[config.mk]
export PLATFORM = sky130hd
export DESIGN_NAME = div_iter_flat
export DESIGN_NICKNAME = d
export VERILOG_FILES = /design/src/rtl/div_iter_pkg.sv /design/src/rtl/div_iter_if.sv /design/src/rtl/div_step.sv /design/src/rtl/div_iter.sv /design/src/flat_wrapper.sv
export SDC_FILE = /design/constraint.sdc
export NUM_CORES = 1
export LEC_CHECK = 0
export ABC_AREA = 1
export CAP_MARGIN = 40
export CORE_MARGIN = 5
export CORE_UTILIZATION = 45
export CTS_CLUSTER_SIZE = 12
export DETAILED_ROUTE_END_ITERATION = 10
export DONT_BUFFER_PORTS = 1
export GPL_ROUTABILITY_DRIVEN = 0
export PLACE_DENSITY = 0.63
export SYNTH_ARGS = -nofsm -noshare
export SYNTH_HDL_FRONTEND = slang
export SYNTH_SLANG_ARGS = --single-unit
[constraint.sdc]
create_clock -name clk -period 3.8 [get_ports clk]
set_clock_uncertainty 0.05 [all_clocks]
set_input_delay 1.14 -clock clk [delete_from_list [all_inputs] [get_ports clk]]
set_output_delay 1.14 -clock clk [all_outputs]
set_load 0.01 [all_outputs]
[src/rtl/div_iter_pkg.sv]
// Shared CPU package: divider state encoding, widths and constants.
// Also holds a small two's-complement helper used for operand magnitudes and sign fix-up.
package div_iter_pkg;

  localparam int DIV_WIDTH = 32;
  localparam int DIV_ITERS = 32;
  localparam int CNT_WIDTH = 6;

  localparam logic [DIV_WIDTH-1:0] DIV_ZERO_QUOT = 32'hFFFF_FFFF;

  typedef enum logic [1:0] {
    IDLE = 2'd0,
    BUSY = 2'd1,
    DONE = 2'd2
  } div_state_t;

  // Two's-complement negate when neg is set, pass-through otherwise.
  function automatic logic [DIV_WIDTH-1:0] negIf(input logic [DIV_WIDTH-1:0] value,
                                                 input logic neg);
    return neg ? (~value + 32'd1) : value;
  endfunction

endpackage

[src/rtl/div_iter_if.sv]
// Handshake and operand bus between the execute-stage divide control and the divider.
// master = divide control, slave = divider.
interface div_iter_if;
  import div_iter_pkg::*;

  logic                   start;
  logic                   signed_div;
  logic                   annul;
  logic [DIV_WIDTH-1:0]   opdata1;
  logic [DIV_WIDTH-1:0]   opdata2;
  logic [2*DIV_WIDTH-1:0] result;
  logic                   ready;

  modport master (
    output start, signed_div, annul, opdata1, opdata2,
    input  result, ready
  );

  modport slave (
    input  start, signed_div, annul, opdata1, opdata2,
    output result, ready
  );

endinterface

[src/rtl/div_step.sv]
// One restoring shift-subtract iteration: shift the next dividend bit into the
// partial remainder and subtract the divisor when it fits.
module div_step
  import div_iter_pkg::*;
(
  input  logic [DIV_WIDTH-1:0] partRem,
  input  logic                 nextBit,
  input  logic [DIV_WIDTH-1:0] divisor,
  output logic [DIV_WIDTH-1:0] newRem,
  output logic                 quotBit
);

  logic [DIV_WIDTH:0] shifted;
  logic [DIV_WIDTH:0] diff;

  // One extra bit keeps the trial difference sign-safe for divisors up to 2^32-1.
  always_comb begin
    shifted = {partRem, nextBit};
    diff    = shifted - {1'b0, divisor};
    quotBit = ~diff[DIV_WIDTH];
    newRem  = quotBit ? diff[DIV_WIDTH-1:0] : shifted[DIV_WIDTH-1:0];
  end

endmodule

[src/rtl/div_iter.sv]
// Iterative 32-bit signed/unsigned divider: 32 restoring iterations, one per cycle,
// with registered {remainder, quotient} result and a one-cycle ready pulse.
module div_iter
  import div_iter_pkg::*;
(
  input logic       clk,
  input logic       rst,
  div_iter_if.slave bus
);

  localparam logic [CNT_WIDTH-1:0] LAST_ITER = CNT_WIDTH'(DIV_ITERS - 1);

  div_state_t state, nextState;

  logic [CNT_WIDTH-1:0]   cnt;
  logic [DIV_WIDTH-1:0]   remReg;
  logic [DIV_WIDTH-1:0]   quoReg;
  logic [DIV_WIDTH-1:0]   divisorReg;
  logic                   negQuot;
  logic                   negRem;
  logic [2*DIV_WIDTH-1:0] resultReg;
  logic                   readyReg;

  logic [DIV_WIDTH-1:0]   stepRem;
  logic                   stepBit;
  logic                   dividendNeg;
  logic                   divisorNeg;
  logic                   accept;

  div_step u_step (
    .partRem (remReg),
    .nextBit (quoReg[DIV_WIDTH-1]),
    .divisor (divisorReg),
    .newRem  (stepRem),
    .quotBit (stepBit)
  );

  assign dividendNeg = bus.signed_div & bus.opdata1[DIV_WIDTH-1];
  assign divisorNeg  = bus.signed_div & bus.opdata2[DIV_WIDTH-1];
  // annul has priority over start while idle.
  assign accept      = bus.start & ~bus.annul;

  // NOTE: sequential state uses non-blocking (<=) so every register samples pre-edge values.
  always_ff @(posedge clk or negedge rst) begin
    if (!rst) state <= IDLE;
    else      state <= nextState;
  end

  // NOTE: every always_comb output gets a default first, otherwise a latch is inferred.
  always_comb begin
    nextState = state;
    case (state)
      IDLE:    if (accept) nextState = (bus.opdata2 == '0) ? DONE : BUSY;
      BUSY:    if (bus.annul)             nextState = IDLE;
               else if (cnt == LAST_ITER) nextState = DONE;
      DONE:    nextState = IDLE;
      default: nextState = IDLE;
    endcase
  end

  // NOTE: operand registers are plain flops, so they are cleared by reset like the rest;
  // only true RAM arrays would be left unreset.
  always_ff @(posedge clk or negedge rst) begin
    if (!rst) begin
      cnt        <= '0;
      remReg     <= '0;
      quoReg     <= '0;
      divisorReg <= '0;
      negQuot    <= 1'b0;
      negRem     <= 1'b0;
      resultReg  <= '0;
      readyReg   <= 1'b0;
    end else begin
      readyReg <= 1'b0;
      case (state)
        IDLE: begin
          if (accept) begin
            cnt <= '0;
            if (bus.opdata2 == '0) begin
              // Divide-by-zero: preload the final image and skip the sign fix-up.
              remReg     <= bus.opdata1;
              quoReg     <= DIV_ZERO_QUOT;
              divisorReg <= '0;
              negQuot    <= 1'b0;
              negRem     <= 1'b0;
            end else begin
              remReg     <= '0;
              quoReg     <= negIf(bus.opdata1, dividendNeg);
              divisorReg <= negIf(bus.opdata2, divisorNeg);
              negQuot    <= dividendNeg ^ divisorNeg;
              negRem     <= dividendNeg;
            end
          end
        end
        BUSY: begin
          if (!bus.annul) begin
            remReg <= stepRem;
            quoReg <= {quoReg[DIV_WIDTH-2:0], stepBit};
            cnt    <= cnt + 1'b1;
          end
        end
        DONE: begin
          resultReg <= {negIf(remReg, negRem), negIf(quoReg, negQuot)};
          readyReg  <= 1'b1;
        end
        default: ;
      endcase
    end
  end

  assign bus.result = resultReg;
  assign bus.ready  = readyReg;

endmodule
[src/flat_wrapper.sv]
// flat-port wrapper written by rule: the top's interface ports become plain ports
module div_iter_flat import div_iter_pkg::*;
  (clk, rst, bus_start, bus_signed_div, bus_annul, bus_opdata1, bus_opdata2, bus_result, bus_ready);
  div_iter_if bus_i ();
  input logic clk;
  input logic rst;
  input wire logic [$bits(bus_i.start)-1:0] bus_start;
  input wire logic [$bits(bus_i.signed_div)-1:0] bus_signed_div;
  input wire logic [$bits(bus_i.annul)-1:0] bus_annul;
  input wire logic [$bits(bus_i.opdata1)-1:0] bus_opdata1;
  input wire logic [$bits(bus_i.opdata2)-1:0] bus_opdata2;
  output wire logic [$bits(bus_i.result)-1:0] bus_result;
  output wire logic [$bits(bus_i.ready)-1:0] bus_ready;
  assign bus_i.start = bus_start;
  assign bus_i.signed_div = bus_signed_div;
  assign bus_i.annul = bus_annul;
  assign bus_i.opdata1 = bus_opdata1;
  assign bus_i.opdata2 = bus_opdata2;
  assign bus_result = bus_i.result;
  assign bus_ready = bus_i.ready;
  div_iter u_core (.clk(clk), .rst(rst), .bus(bus_i));
endmodule
Word level (Yosys, flattened, before mapping)
Index checks and enable logic that the tools add are counted.
{ "op_classes": {"muxes": 25, "n_eq_ne": 6, "n_reduce_logical": 6, "bitwise_logic": 10, "n_addsub": 6} }
{ "op_table": {"columns": ["cell", "n"], "rows": [
  ["32-bit two-way mux", 12],
  ["32-bit by 1-bit adder with 32-bit output (second input constant)", 4],
  ["32-bit inverter", 4],
  ["32-bit one-hot mux with 2 select lines", 2],
  ["33-bit by 32-bit subtractor with 33-bit output", 1],
  ["32-bit zero test", 1],
  ["6-bit two-way mux", 2],
  ["6-bit one-hot mux with 2 select lines", 1],
  ["2-bit two-way mux", 4],
  ["6-bit by 1-bit adder with 6-bit output (second input constant)", 1],
  ["6-bit by 5-bit equality test with 1-bit output (second input constant)", 1],
  ["2-bit one-hot mux with 2 select lines", 1],
  ["2-bit AND reduction", 2],
  ["1-bit bitwise AND", 3],
  ["1-bit two-way mux", 3],
  ["3-bit by 2-bit != test with 1-bit output (second input constant)", 1],
  ["3-bit AND reduction", 1],
  ["2-bit by 1-bit equality test with 1-bit output (second input constant)", 1],
  ["2-bit equality test (second input constant)", 1],
  ["2-bit zero test", 1],
  ["2-bit by 1-bit != test with 1-bit output (second input constant)", 1],
  ["2-bit != test (second input constant)", 1],
  ["1-bit inverter", 2],
  ["2-bit nonzero test", 1],
  ["1-bit XOR", 1]
]} }
{ "word_totals": {"output_inout_bits": 65, "word_cells": 62, "regBits": 171, "inputBits": 69} }

Depth between registers and ports, before layout
Gate-level depths: netlist of the first run.
{ "depth": {"ltp_word": 6, "depth_mapped": 19, "ltp_nobuf": 18} }

By module
Synthesis of the first run repeated with hierarchy kept, for this count alone.
{ "unflattened": {"hier_cells": 2227, "hier_area_um2": 13809.5} }
{ "by_module_without_submodules": {"columns": ["mod", "n_inst", "cells_per_inst", "area_per_inst_um2", "seq_area_each_um2"], "rows": [
  ["div_iter", 1, 1544, 10646.5, 4279.1],
  ["div_step", 1, 683, 3163.0, 0.0]
]} }

Worst setup path before layout of the first run
No wires, ideal clock.
{ "synth_path": {"kind": "input to register", "startpoint": "in bus_opdata2[0]", "endpoint": "reg u_core.quoReg[7]", "path_slack_ns": 1.051, "setup_time_ns": 0.083, "path_stages": 15, "n_path_buf": 1, "required_ns": 3.667, "arrival_time_ns": 2.616, "path_cell_list": "inv_1 -> ha_1 -> inv_1 -> nor3_2 -> inv_1 -> nor2_2 -> nand3_2 -> nor2_2 -> nand3_2 -> nand2_2 -> inv_2 -> buf_6 -> nand2_1 -> o211ai_1 -> o21ai_0"} }
{ "synth_via": {"elab_chain_cells": 4} }
{ "synth_lines": {"columns": ["element", "line", "source"], "rows": [
  ["from (decl)", "flat_wrapper.sv:11", "input wire logic [$bits(bus_i.opdata2)-1:0] bus_opdata2;"],
  ["32-bit zero test", "div_iter.sv:79", "if (bus.opdata2 == '0) begin"],
  ["32-bit two-way mux", "div_iter.sv:79", null],
  ["32-bit two-way mux", "div_iter.sv:77", "if (accept) begin"],
  ["32-bit one-hot mux with 2 select lines", "div_iter.sv:75", "case (state)"],
  ["to (signal assigned)", "div_iter.sv:88", "quoReg <= negIf(bus.opdata1, dividendNeg);"],
  ["to (signal assigned)", "div_iter.sv:98", "quoReg <= {quoReg[DIV_WIDTH-2:0], stepBit};"],
  ["to (decl)", "div_iter.sv:17", "logic [DIV_WIDTH-1:0] quoReg;"]
]} }
No other way between the ends. The select of a mux whose other input is x is not followed.
A chain may end at the register's enable or synchronous reset.

Worst setup path after layout of the first run
{ "layout_path": {"startpoint": "reg u_core.remReg[6]", "endpoint": "reg u_core.remReg[13]"} }
{ "layout_via": {"elab_chain_cells": 4} }
{ "layout_lines": {"columns": ["element", "line", "source"], "rows": [
  ["from (decl)", "div_iter.sv:16", "logic [DIV_WIDTH-1:0] remReg;"],
  ["from (signal assigned)", "div_iter.sv:81", "remReg <= bus.opdata1;"],
  ["from (signal assigned)", "div_iter.sv:97", "remReg <= stepRem;"],
  ["33-bit by 32-bit subtractor with 33-bit output", "div_step.sv:19", "diff = shifted - {1'b0, divisor};"],
  ["32-bit two-way mux", "div_step.sv:21", "newRem = quotBit ? diff[DIV_WIDTH-1:0] : shifted[DIV_WIDTH-1:0];"],
  ["32-bit two-way mux", "div_iter.sv:96", "if (!bus.annul) begin"],
  ["32-bit one-hot mux with 2 select lines", "div_iter.sv:75", null]
]} }
No other way between the ends. The select of a mux whose other input is x is not followed.

==> summary.txt, run 1 <==
Status
  – Outcome: finished, final reports clean

Synth
  – Post-Syn Nets: 2180
  – Synth warn: 0
  – Ys async rst share: 1.00
  – Most frequent cell after synthesis: nand2_1
  – Synth top area share: 0.316
  – Mapped cell area: approximately 14000 sq um
  – Number of flops mapped to enable cells by yosys: 0
  – Cells after Synth: 2073
  – Commonest cells in the netlist: 604 x nand2_1, 304 x inv_1, 210 x nor2_1
  – Ranking of synthesized cells by area: dfrtp_1 32%, nand2_1 17%, inv_1 8.4%
  – Synth cell types: 47
  – Synth Flop Type: dfrtp_1
  – Sequential fraction of the synthesis area: 0.316
  – Syn_area_per_cell: 6.53 sq um
  – Register bit total from synthesis: 171
  – Area leader, netlist: dfrtp_1

GRT
  – Overflow after GRT: 0
  – Initial antenna violation count: 0
  – First-pass GRT wire length: 68.6 mm
  – Number of global-route vias before repair: 12700
  – Largest net degree at the start of global routing: 172
  – GRT Util Overall: 0.257

Worst setup path
  – Worst Path Arrival: 3.39 ns
  – Critical path's largest stage delay: 0.54 ns
  – Critical path endpoint category: register
  – Largest delay share family, worst path: simple AND/OR/NAND/NOR gates
  – Worst setup SP type: register
  – CP max FO: 36
  – Critical Path RT: 4.12 ns
  – Critical path class: register to register
  – CP most frequent cell: nand2_1
  – Buf/Inv on CP: 0
  – Reg2reg setup slack: approximately 0.73 ns
  – Critical Path Slowest Stage Cell: dfrtp_1
  – Cell breakdown of the critical path: ha_1 > nand2_1 > nor2_1 > nand3_1 > nand2_2 > nand2_1 > nand2_2 > nand2_2 > nand2_2 > nand2_4 > nand2_4 > nand2_1 > nand2_1 > nand2_1 > a21oi_1

Floorplanning
  – Core area: 29600 sq um
  – Chip Height: 183 um
  – Starting Density: 0.457
  – Num ports: roughly 130
  – Row count: 63
  – DIE WIDTH: 183 um
  – DIE AREA: roughly 34000 sq um

Routing
  – WL/cell: 17.7 um
  – Drt drc: 0
  – Vias: 13200
  – Initial DRT Pass Iterations: 5
  – DRT iter0 DRCs: 1220
  – Drt total wl: roughly 43 mm
  – Routed Antenna Nets: 0
  – Vias/cell: 5.41

Hold path
  – Hold WC Path Type: input pin to async pin

Power and ir drop
  – Total power: 11700 uW
  – Leakage Power: ~0.0074 uW
  – Power Dens Cells: 807 nW/um^2
  – Peak supply drop: around 0.00037 V

STA
  – Max Slew Vio Count: 0
  – RSZ-0062 raised after global routing: false
  – Setup TNS: 0 ns
  – Worst-margin pin slew: 0.748 ns
  – Rel. slew slack: 0.497
  – Max Clk Rate: 0.325 GHz
  – Crit share post-route: 0.809
  – Fin. Hold Viols: 0
  – Final Setup Violations: 0
  – Min Tclk post-route: roughly 3.1 ns

CTS
  – TritonCTS Buffers: 17
  – # H-tree levels: 4
  – CTS resizes: 0
  – Setup Buffers After CTS: 0
  – CTS clk-pin slew, worst paths: roughly 0.070 ns
  – CTS sink cnt: 171
  – CTS Buffer Depth: 2
  – Worst-Skew Late Latency: ~0.45 ns
  – Post-CTS Hold Fix Bufs: 0
  – CTS tree: yes
  – Clock root buffer: clkbuf_16

Place
  – PortBufs: 0
  – Placed wire-length estimate: between 30 and 40 mm

Final layout
  – Ant. Diodes: 0
  – P&R area growth vs syn: 7.07%
  – Share of cells above drive strength 1: 0.0632
  – Layout Nets: approximately 2200

Flow run
  – Maxcap violations: 0
-- path summary, 6_finish.rpt --
check	start	endpoint	cells after the start
setup / recovery	u_core.remReg[6]	u_core.remReg[13]	15
hold reg to reg	u_core.divisorReg[29]	u_core.divisorReg[29]	2
min in group clk	u_core.divisorReg[29]	u_core.divisorReg[29]	2
setup reg to reg	u_core.remReg[6]	u_core.remReg[13]	15
hold / removal	rst	u_core.bus.result[42]	0
max in group asynchronous	rst	u_core.divisorReg[23]	0
-- per-layer routing --
layer,vias up,part of all wire,GRT usage
met2,552,0.43,0.394
met1,6072,0.42,0.345
li1,6531,-,-
met5,-,0,0
met4,0,0.029,0.0837
met3,66,0.11,0.0841
-- stage by stage --
stage / instances / area [sq um] / hold slack [ns] / setup WS (ns) / utilization
2_1_floorplan: 2073 / 13500 / 0.399 / 1.05 / -
3_3_place_gp: 2414 / 13900 / 0.413 / 0.534 / 0.468
3_5_place_dp: 2414 / 13900 / 0.419 / 0.438 / 0.468
4_1_cts: 2446 / 14500 / 0.319 / 0.778 / 0.489
5_1_grt: 2446 / 14500 / 0.314 / 0.475 / 0.489
6_report: 2446 / 14500 / 0.336 / 0.726 / 0.489
-- cells by family (layout without fill, tap and decap cells) --
group,count (synthesis),after routing,synth area share
flip-flops,171,171,0.316
adder cells (fa/ha/maj),38,38,0.0357
AO/OA/AOI/OAI,317,317,0.132
AND/OR/NAND/NOR,1052,1052,0.332
buffers and inverters,385,368,0.113
XOR/XNOR,110,110,0.0712
-- cell usage in the layout, fill, tap and decap left out, types with 3 or more instances in the layout --
cell / Yosys / layout
nand2_1: 604 / 604
inv_1: 304 / 303
nor2_1: 210 / 207
dfrtp_1: 171 / 171
o21ai_0: 151 / 151
nand3_1: 121 / 121
xor2_1: 95 / 95
a21oi_1: 70 / 70
a31oi_1: 39 / 39
ha_1: 37 / 37
nand4_1: 25 / 25
nand3_2: 23 / 23
nor3_1: 23 / 23
buf_4: 7 / 21
o211ai_1: 17 / 17
clkbuf_16: 0 / 17
xnor2_1: 15 / 15
a21oi_2: 11 / 11
nor2_2: 9 / 10
inv_2: 9 / 10
o31ai_1: 8 / 8
nand2_2: 7 / 7
or2_2: 6 / 6
o22ai_1: 6 / 6
nor4_1: 5 / 5
o21ai_1: 5 / 5
and2_1: 4 / 4
clkinv_4: 0 / 4
nor3_2: 3 / 3
a32oi_1: 3 / 3
and3_1: 3 / 3
nand3b_1: 3 / 3
bufinv_16: 0 / 3
-- sequential cells by signal (all words and copies together) (netlist names) --
register,count
u_core.remReg,32
u_core.state,2
u_core.bus.ready,1
u_core.negRem,1
u_core.bus.result,64
u_core.negQuot,1
u_core.quoReg,32
u_core.divisorReg,32
u_core.cnt,6
-- power by group --
group / total [uW] / switching [uW] / internal [uW]
clock network: 1870 / 792 / 1080
logic: 6320 / 4230 / 2090
registers: 3500 / 981 / 2520
-- layout make-up --
cell class / instances / area (sq um)
fillers: 3103 / 15100
clock inverters: 11 / 160
clock buffers: 21 / 460
flip-flops and latches: 171 / 4280
multi-input cells: 1517 / 7750
inverters: 314 / 1180
well taps: 390 / 488
repair buffers: 22 / 178
No activity file was read; power rests on OpenSTA's default activity.
==> inputs of run 2 (changes only) <==
clock period = 3.15 ns   (was 3.8 ns; I/O delays follow)
==> run 2 against run 1 <==
  * Count of clock-buffer cells in the layout is 2 lower
  * Sequential power is 19% higher
  * Sequential share of layout area is 0.23 points lower
  * Combinational power is 24% higher
  * Clock power is 21% higher
  * Critical path depth stayed put
  * Final area is 0.79% higher
  * Hold slack worse by 0.19 ns
  * First-iteration DRC count is 11% higher
==> summary.txt, run 2 (synthesized netlist as in run 1, its figures left out) <==
Place
  – Placed wire-length estimate: between 30 and 40 mm
  – Cell Area, Placed: 14000 sq um
  – Placed Cells: 2426
  – PortBufs: 0

Final layout
  – Commonest non-fill, non-tap cells in the layout: 604 x nand2_1, 303 x inv_1, 207 x nor2_1
  – Share of cells above drive strength 1: 0.0696
  – P&R area growth vs syn: 7.92%
  – Most common cell after layout, fill and taps aside: nand2_1
  – Layout Nets: roughly 2200
  – Sequential cell area: 4280 sq um
  – Ant. Diodes: 0
  – # fillers: ~3100
  – Post-route cell area: around 15000 sq um
  – Multi-input logic area: slightly below 8000 sq um
  – Max reg flops: 64
  – Final Non-Filler Cells: 2458

CTS
  – Setup Buffers After CTS: 0
  – Worst-Skew Late Latency: 0.45 ns
  – TritonCTS Buffers: 17
  – CTS clk-pin slew, worst paths: around 0.080 ns
  – CTS resizes: 0
  – Post-CTS Hold Fix Bufs: 0
  – CTS sink cnt: around 170
  – # H-tree levels: 4
  – CTS tree: yes
  – CTS Buffer Depth: 2
  – Clock root buffer: clkbuf_16

Worst setup path
  – Reg2reg path depth: 15
  – CP max FO: 36
  – Critical Path RT: 3.47 ns
  – Critical path endpoint category: register
  – Worst setup SP type: register
  – Critical path class: register to register
  – Worst Path Arrival: roughly 3.2 ns

Floorplanning
  – Starting Density: 0.457
  – Num ports: 134
  – Row count: 63
  – DIE AREA: roughly 34000 sq um
  – Core area: between 20000 and 30000 sq um
  – Chip Height: around 180 um
  – DIE WIDTH: about 180 um

STA
  – Min Tclk post-route: 2.91 ns
  – Max Clk Rate: 0.344 GHz
  – Final Setup Violations: 0
  – Worst-margin pin slew: 0.700 ns
  – Fin. Hold Viols: 0
  – RSZ-0062 raised after global routing: false
  – WHS: 0.142 ns
  – Rel. slew slack: 0.532
  – Setup TNS: 0 ns
  – Max Slew Vio Count: 0
  – Crit share post-route: 0.923

GRT
  – Largest net degree at the start of global routing: 172
  – Number of global-route vias before repair: 12500
  – Initial antenna violation count: 0
  – GRT Util Overall: 0.259
  – Overflow after GRT: 0
  – First-pass GRT wire length: 69.1 mm

Power and ir drop
  – Leakage Power: 0.00748 uW
  – Power Dens Cells: roughly 1000 nW/um^2
  – Total power: 14300 uW
  – Peak supply drop: around 0.00050 V

Routing
  – Routed Antenna Nets: 0
  – Routed wl met2: 18.9 mm
  – Met1 WL: 19.5 mm
  – WL/cell: 17.9 um
  – Vias/cell: 5.45
  – Routed met3 length: about 4.3 mm
  – Top Layer Used: met4
  – DRT iter0 DRCs: 1360
  – Drt drc: 0
  – Vias: 13400
  – Initial DRT Pass Iterations: 5
  – Drt total wl: 44.0 mm

Flow run
  – Maxcap violations: 0

Hold path
  – Hold WC Path Type: input pin to async pin

Status
  – Outcome: finished, final reports clean
run 2: cell types whose count changed in the layout (fill, tap and decap cells not counted), moves of 2 or more:
cell / previous run / this run
clkinvlp_4: 2 / 0
buf_4: 21 / 30
clkbuf_1: 2 / 0
inv_6: 1 / 6
buf_12: 1 / 4
run 2: per-stage QoR:
stage,util,worst slack [ns]
4_1_cts,0.493,0.334
3_3_place_gp,0.472,0.204
2_1_floorplan,-,0.596
6_report,0.493,0.242
3_5_place_dp,0.472,0.199
5_1_grt,0.493,0.103
run 2: layer usage:
layer	vias up	track usage
met5	-	0
li1	6550	-
met2	542	0.394
met3	77	0.0691
met4	0	0.0766
met1	6222	0.364
run 2: worst paths after layout:
check	from	endpoint	slack (ns)
max	u_core.remReg[6]	u_core.remReg[28]	0.24
min	rst	u_core.bus.result[42]	0.14
max reg2reg	u_core.remReg[6]	u_core.remReg[28]	0.24
min reg2reg	u_core.divisorReg[9]	u_core.divisorReg[9]	0.43
max in group asynchronous	rst	u_core.divisorReg[15]	2.51
min in group clk	u_core.divisorReg[9]	u_core.divisorReg[9]	0.43
run 2: worst max-delay path, stage by stage, from the launching register on:
cell and delay (ns):
dfrtp_1 0.56, ha_1 0.45, nand2_1 0.14, nor2_1 0.22
nand3_1 0.13, nand2_2 0.13, nand2_1 0.07, nand2_2 0.10
nand2_2 0.08, nand2_2 0.08, nand2_4 0.06, nand2_4 0.32
nand2_1 0.12, nand2_1 0.08, nand2_1 0.06, a21oi_1 0.16
run 2: power by group:
group          internal (uW)  switching [uW]  leakage, uW  total [uW]
Sequential              3040            1120      0.00212        4160
Clock                   1240            1030     0.000302        2270
Combinational           2620            5240      0.00506        7860
Total                   6900            7390      0.00748       14300
run 2: cell type report:
| class | instances | area share |
|---|---|---|
| flip-flops and latches | 171 | 0.293 |
| clock inverters | 13 | 0.0106 |
| inverters | 314 | 0.0807 |
| clock buffers | 19 | 0.0310 |
| multi-input cells | 1517 | 0.530 |
| well taps | 390 | 0.0334 |
| repair buffers | 34 | 0.0209 |
==> inputs of run 3 (changes only) <==
SETUP_SLACK_MARGIN = 0.5   (was not set)
==> run 3 against run 2 <==
  * Wire length increased by 2.5%
  * Hold slack improved by 0.0028 ns
  * Global-route usage unchanged
  * Highest routed layer unchanged
==> summary.txt, run 3 (synthesized netlist as in run 1, its figures left out) <==
STA
  – Min Tclk post-route: 2.58 ns
  – Max Slew Vio Count: 0
  – Final Setup Violations: 0
  – Fin. Hold Viols: 0
  – RSZ-0062 raised after global routing: false
  – Crit share post-route: 0.818
  – Setup TNS: 0 ns
  – Max Clk Rate: ~0.39 GHz
  – Worst-margin pin slew: 0.716 ns
  – Rel. slew slack: 0.522
  – WHS: about 0.15 ns

Worst setup path
  – Critical path endpoint category: register
  – RR Endpoint: u_core.remReg[28]
  – RR Startpoint: u_core.remReg[5]
  – Critical path class: register to register
  – Critical Path Slowest Stage Cell: dfrtp_2
  – Critical path's largest stage delay: 0.50 ns
  – CP max FO: 18
  – Largest delay share family, worst path: simple AND/OR/NAND/NOR gates
  – Critical Path RT: roughly 3.5 ns
  – Cell breakdown of the critical path: ha_4 > nand2_1 > inv_1 > a21oi_1 > nand2_4 > nand2_1 > nand2_2 > nand2_4 > nand3_4 > buf_12 > nand2_8 > nand2_1 > nand2_1 > nand2_1 > a21oi_1
  – Worst setup SP type: register
  – Reg2reg path depth: 15
  – Worst Path Arrival: 2.90 ns
  – Buf/Inv on CP: 2
  – CP most frequent cell: nand2_1
  – Reg2reg setup slack: 0.57 ns

Final layout
  – Commonest non-fill, non-tap cells in the layout: 599 x nand2_1, 301 x inv_1, 205 x nor2_1
  – Share of cells above drive strength 1: 0.0960
  – Sequential cell area: 4290 sq um
  – Post-route cell area: 15100 sq um
  – Final Non-Filler Cells: 2475
  – # fillers: approximately 3000
  – Layout Nets: 2178
  – Max reg flops: 64
  – P&R area growth vs syn: 11.5%
  – Finished Core Util: 0.509
  – Most common cell after layout, fill and taps aside: nand2_1
  – Multi-input logic area: 8010 sq um

Routing
  – Routed Antenna Nets: 0
  – Drt total wl: 45.1 mm
  – Vias/cell: 5.49
  – Vias: 13600
  – DRT iter0 DRCs: 1445
  – Drt drc: 0
  – Initial DRT Pass Iterations: 7
  – WL/cell: 18.2 um

Place
  – Placed wire-length estimate: 33.8 mm
  – PortBufs: 0
  – Cell Area, Placed: 14000 sq um
  – Placed Cells: 2426

Power and ir drop
  – Peak supply drop: 0.000472 V
  – Power Dens Cells: 1010 nW/um^2
  – Leakage Power: roughly 0.0076 uW

Status
  – Outcome: finished, final reports clean

Floorplanning
  – Row count: 63
  – DIE AREA: approximately 34000 sq um
  – Starting Density: 0.457
  – DIE WIDTH: 183 um
  – Core area: approximately 30000 sq um
  – Num ports: between 100 and 150
  – Chip Height: ~180 um

CTS
  – # H-tree levels: 4
  – TritonCTS Buffers: 17
  – Clock root buffer: clkbuf_16
  – CTS clk-pin slew, worst paths: 0.08 ns
  – CTS Buffer Depth: 2
  – Worst-Skew Late Latency: 0.45 ns
  – CTS sink cnt: around 170
  – CTS tree: yes

GRT
  – Overflow after GRT: 0
  – GRT Util Overall: 0.259
  – Number of global-route vias before repair: ~13000
  – Initial antenna violation count: 0
  – Largest net degree at the start of global routing: about 170
  – First-pass GRT wire length: 69.1 mm

Flow run
  – Maxcap violations: 0

Hold path
  – Hold WC Path Type: input pin to async pin
==> run 3: changes by cell type in the layout (fill, tap and decap cells not counted), sizes merged <==
cell,change
buf,+13
clkbuf,+2
clkinvlp,+1
diode,+1
inv,-1
nand2,+1
==> run 3: final cells by class <==
type | instances | area share
clock buffer | 19 | 0.0300
antenna | 1 | 0.000166
multi-input combinational | 1518 | 0.531
sequential | 171 | 0.284
timing repair buffer | 49 | 0.0335
clock inverter | 13 | 0.0103
tap | 390 | 0.0323
inverter | 314 | 0.0784
==> run 3: worst max path at each step <==
stage / from / end / slack (ns) / cells past startpoint
6_report: u_core.remReg[5] / u_core.remReg[28] / 0.57 / 15
3_5_place_dp: bus_opdata2[0] / u_core.quoReg[31] / 0.20 / 12
5_1_grt: u_core.divisorReg[7] / u_core.remReg[11] / 0.48 / 17
4_1_cts: u_core.quoReg[31] / u_core.remReg[28] / 0.46 / 17
2_1_floorplan: bus_opdata2[0] / u_core.quoReg[7] / 0.60 / 15
3_3_place_gp: bus_opdata2[0] / u_core.quoReg[31] / 0.20 / 12
==> run 3: where the power goes <==
| group | internal [uW] | total [uW] | switching, uW |
|---|---|---|---|
| Sequential | 3060 | 4170 | 1110 |
| Clock | 1240 | 2270 | 1030 |
| Combinational | 3140 | 8780 | 5640 |
| Total | 7430 | 15200 | 7780 |
==> run 3: repair_timing <==
action | CTS | global route
setup buffers | 0 | 12
pin swaps | 0 | 5
setup endpoints to repair | 33 | 40
gates cloned | 0 | 4
hold buffers | 0 | 0
hold endpoints to repair | 0 | 0
gates resized for setup | 4 | 63
==> run 3: metrics by stage <==
step                setup slack [ns]  power [uW]
floorplan                      0.596        9640
CTS                            0.464       14200
finish                         0.573       15200
detailed placement             0.199       11900
global placement               0.204       11800
global route                   0.480       16300
==> run 3: routing by layer <==
metal  global-route usage  share of wire  up-vias
met3               0.0691           0.10       90
met2                0.394           0.43      666
met1                0.364           0.44     6251
li1                     -              -     6581
met4               0.0766          0.028        0
met5                    0              0        -
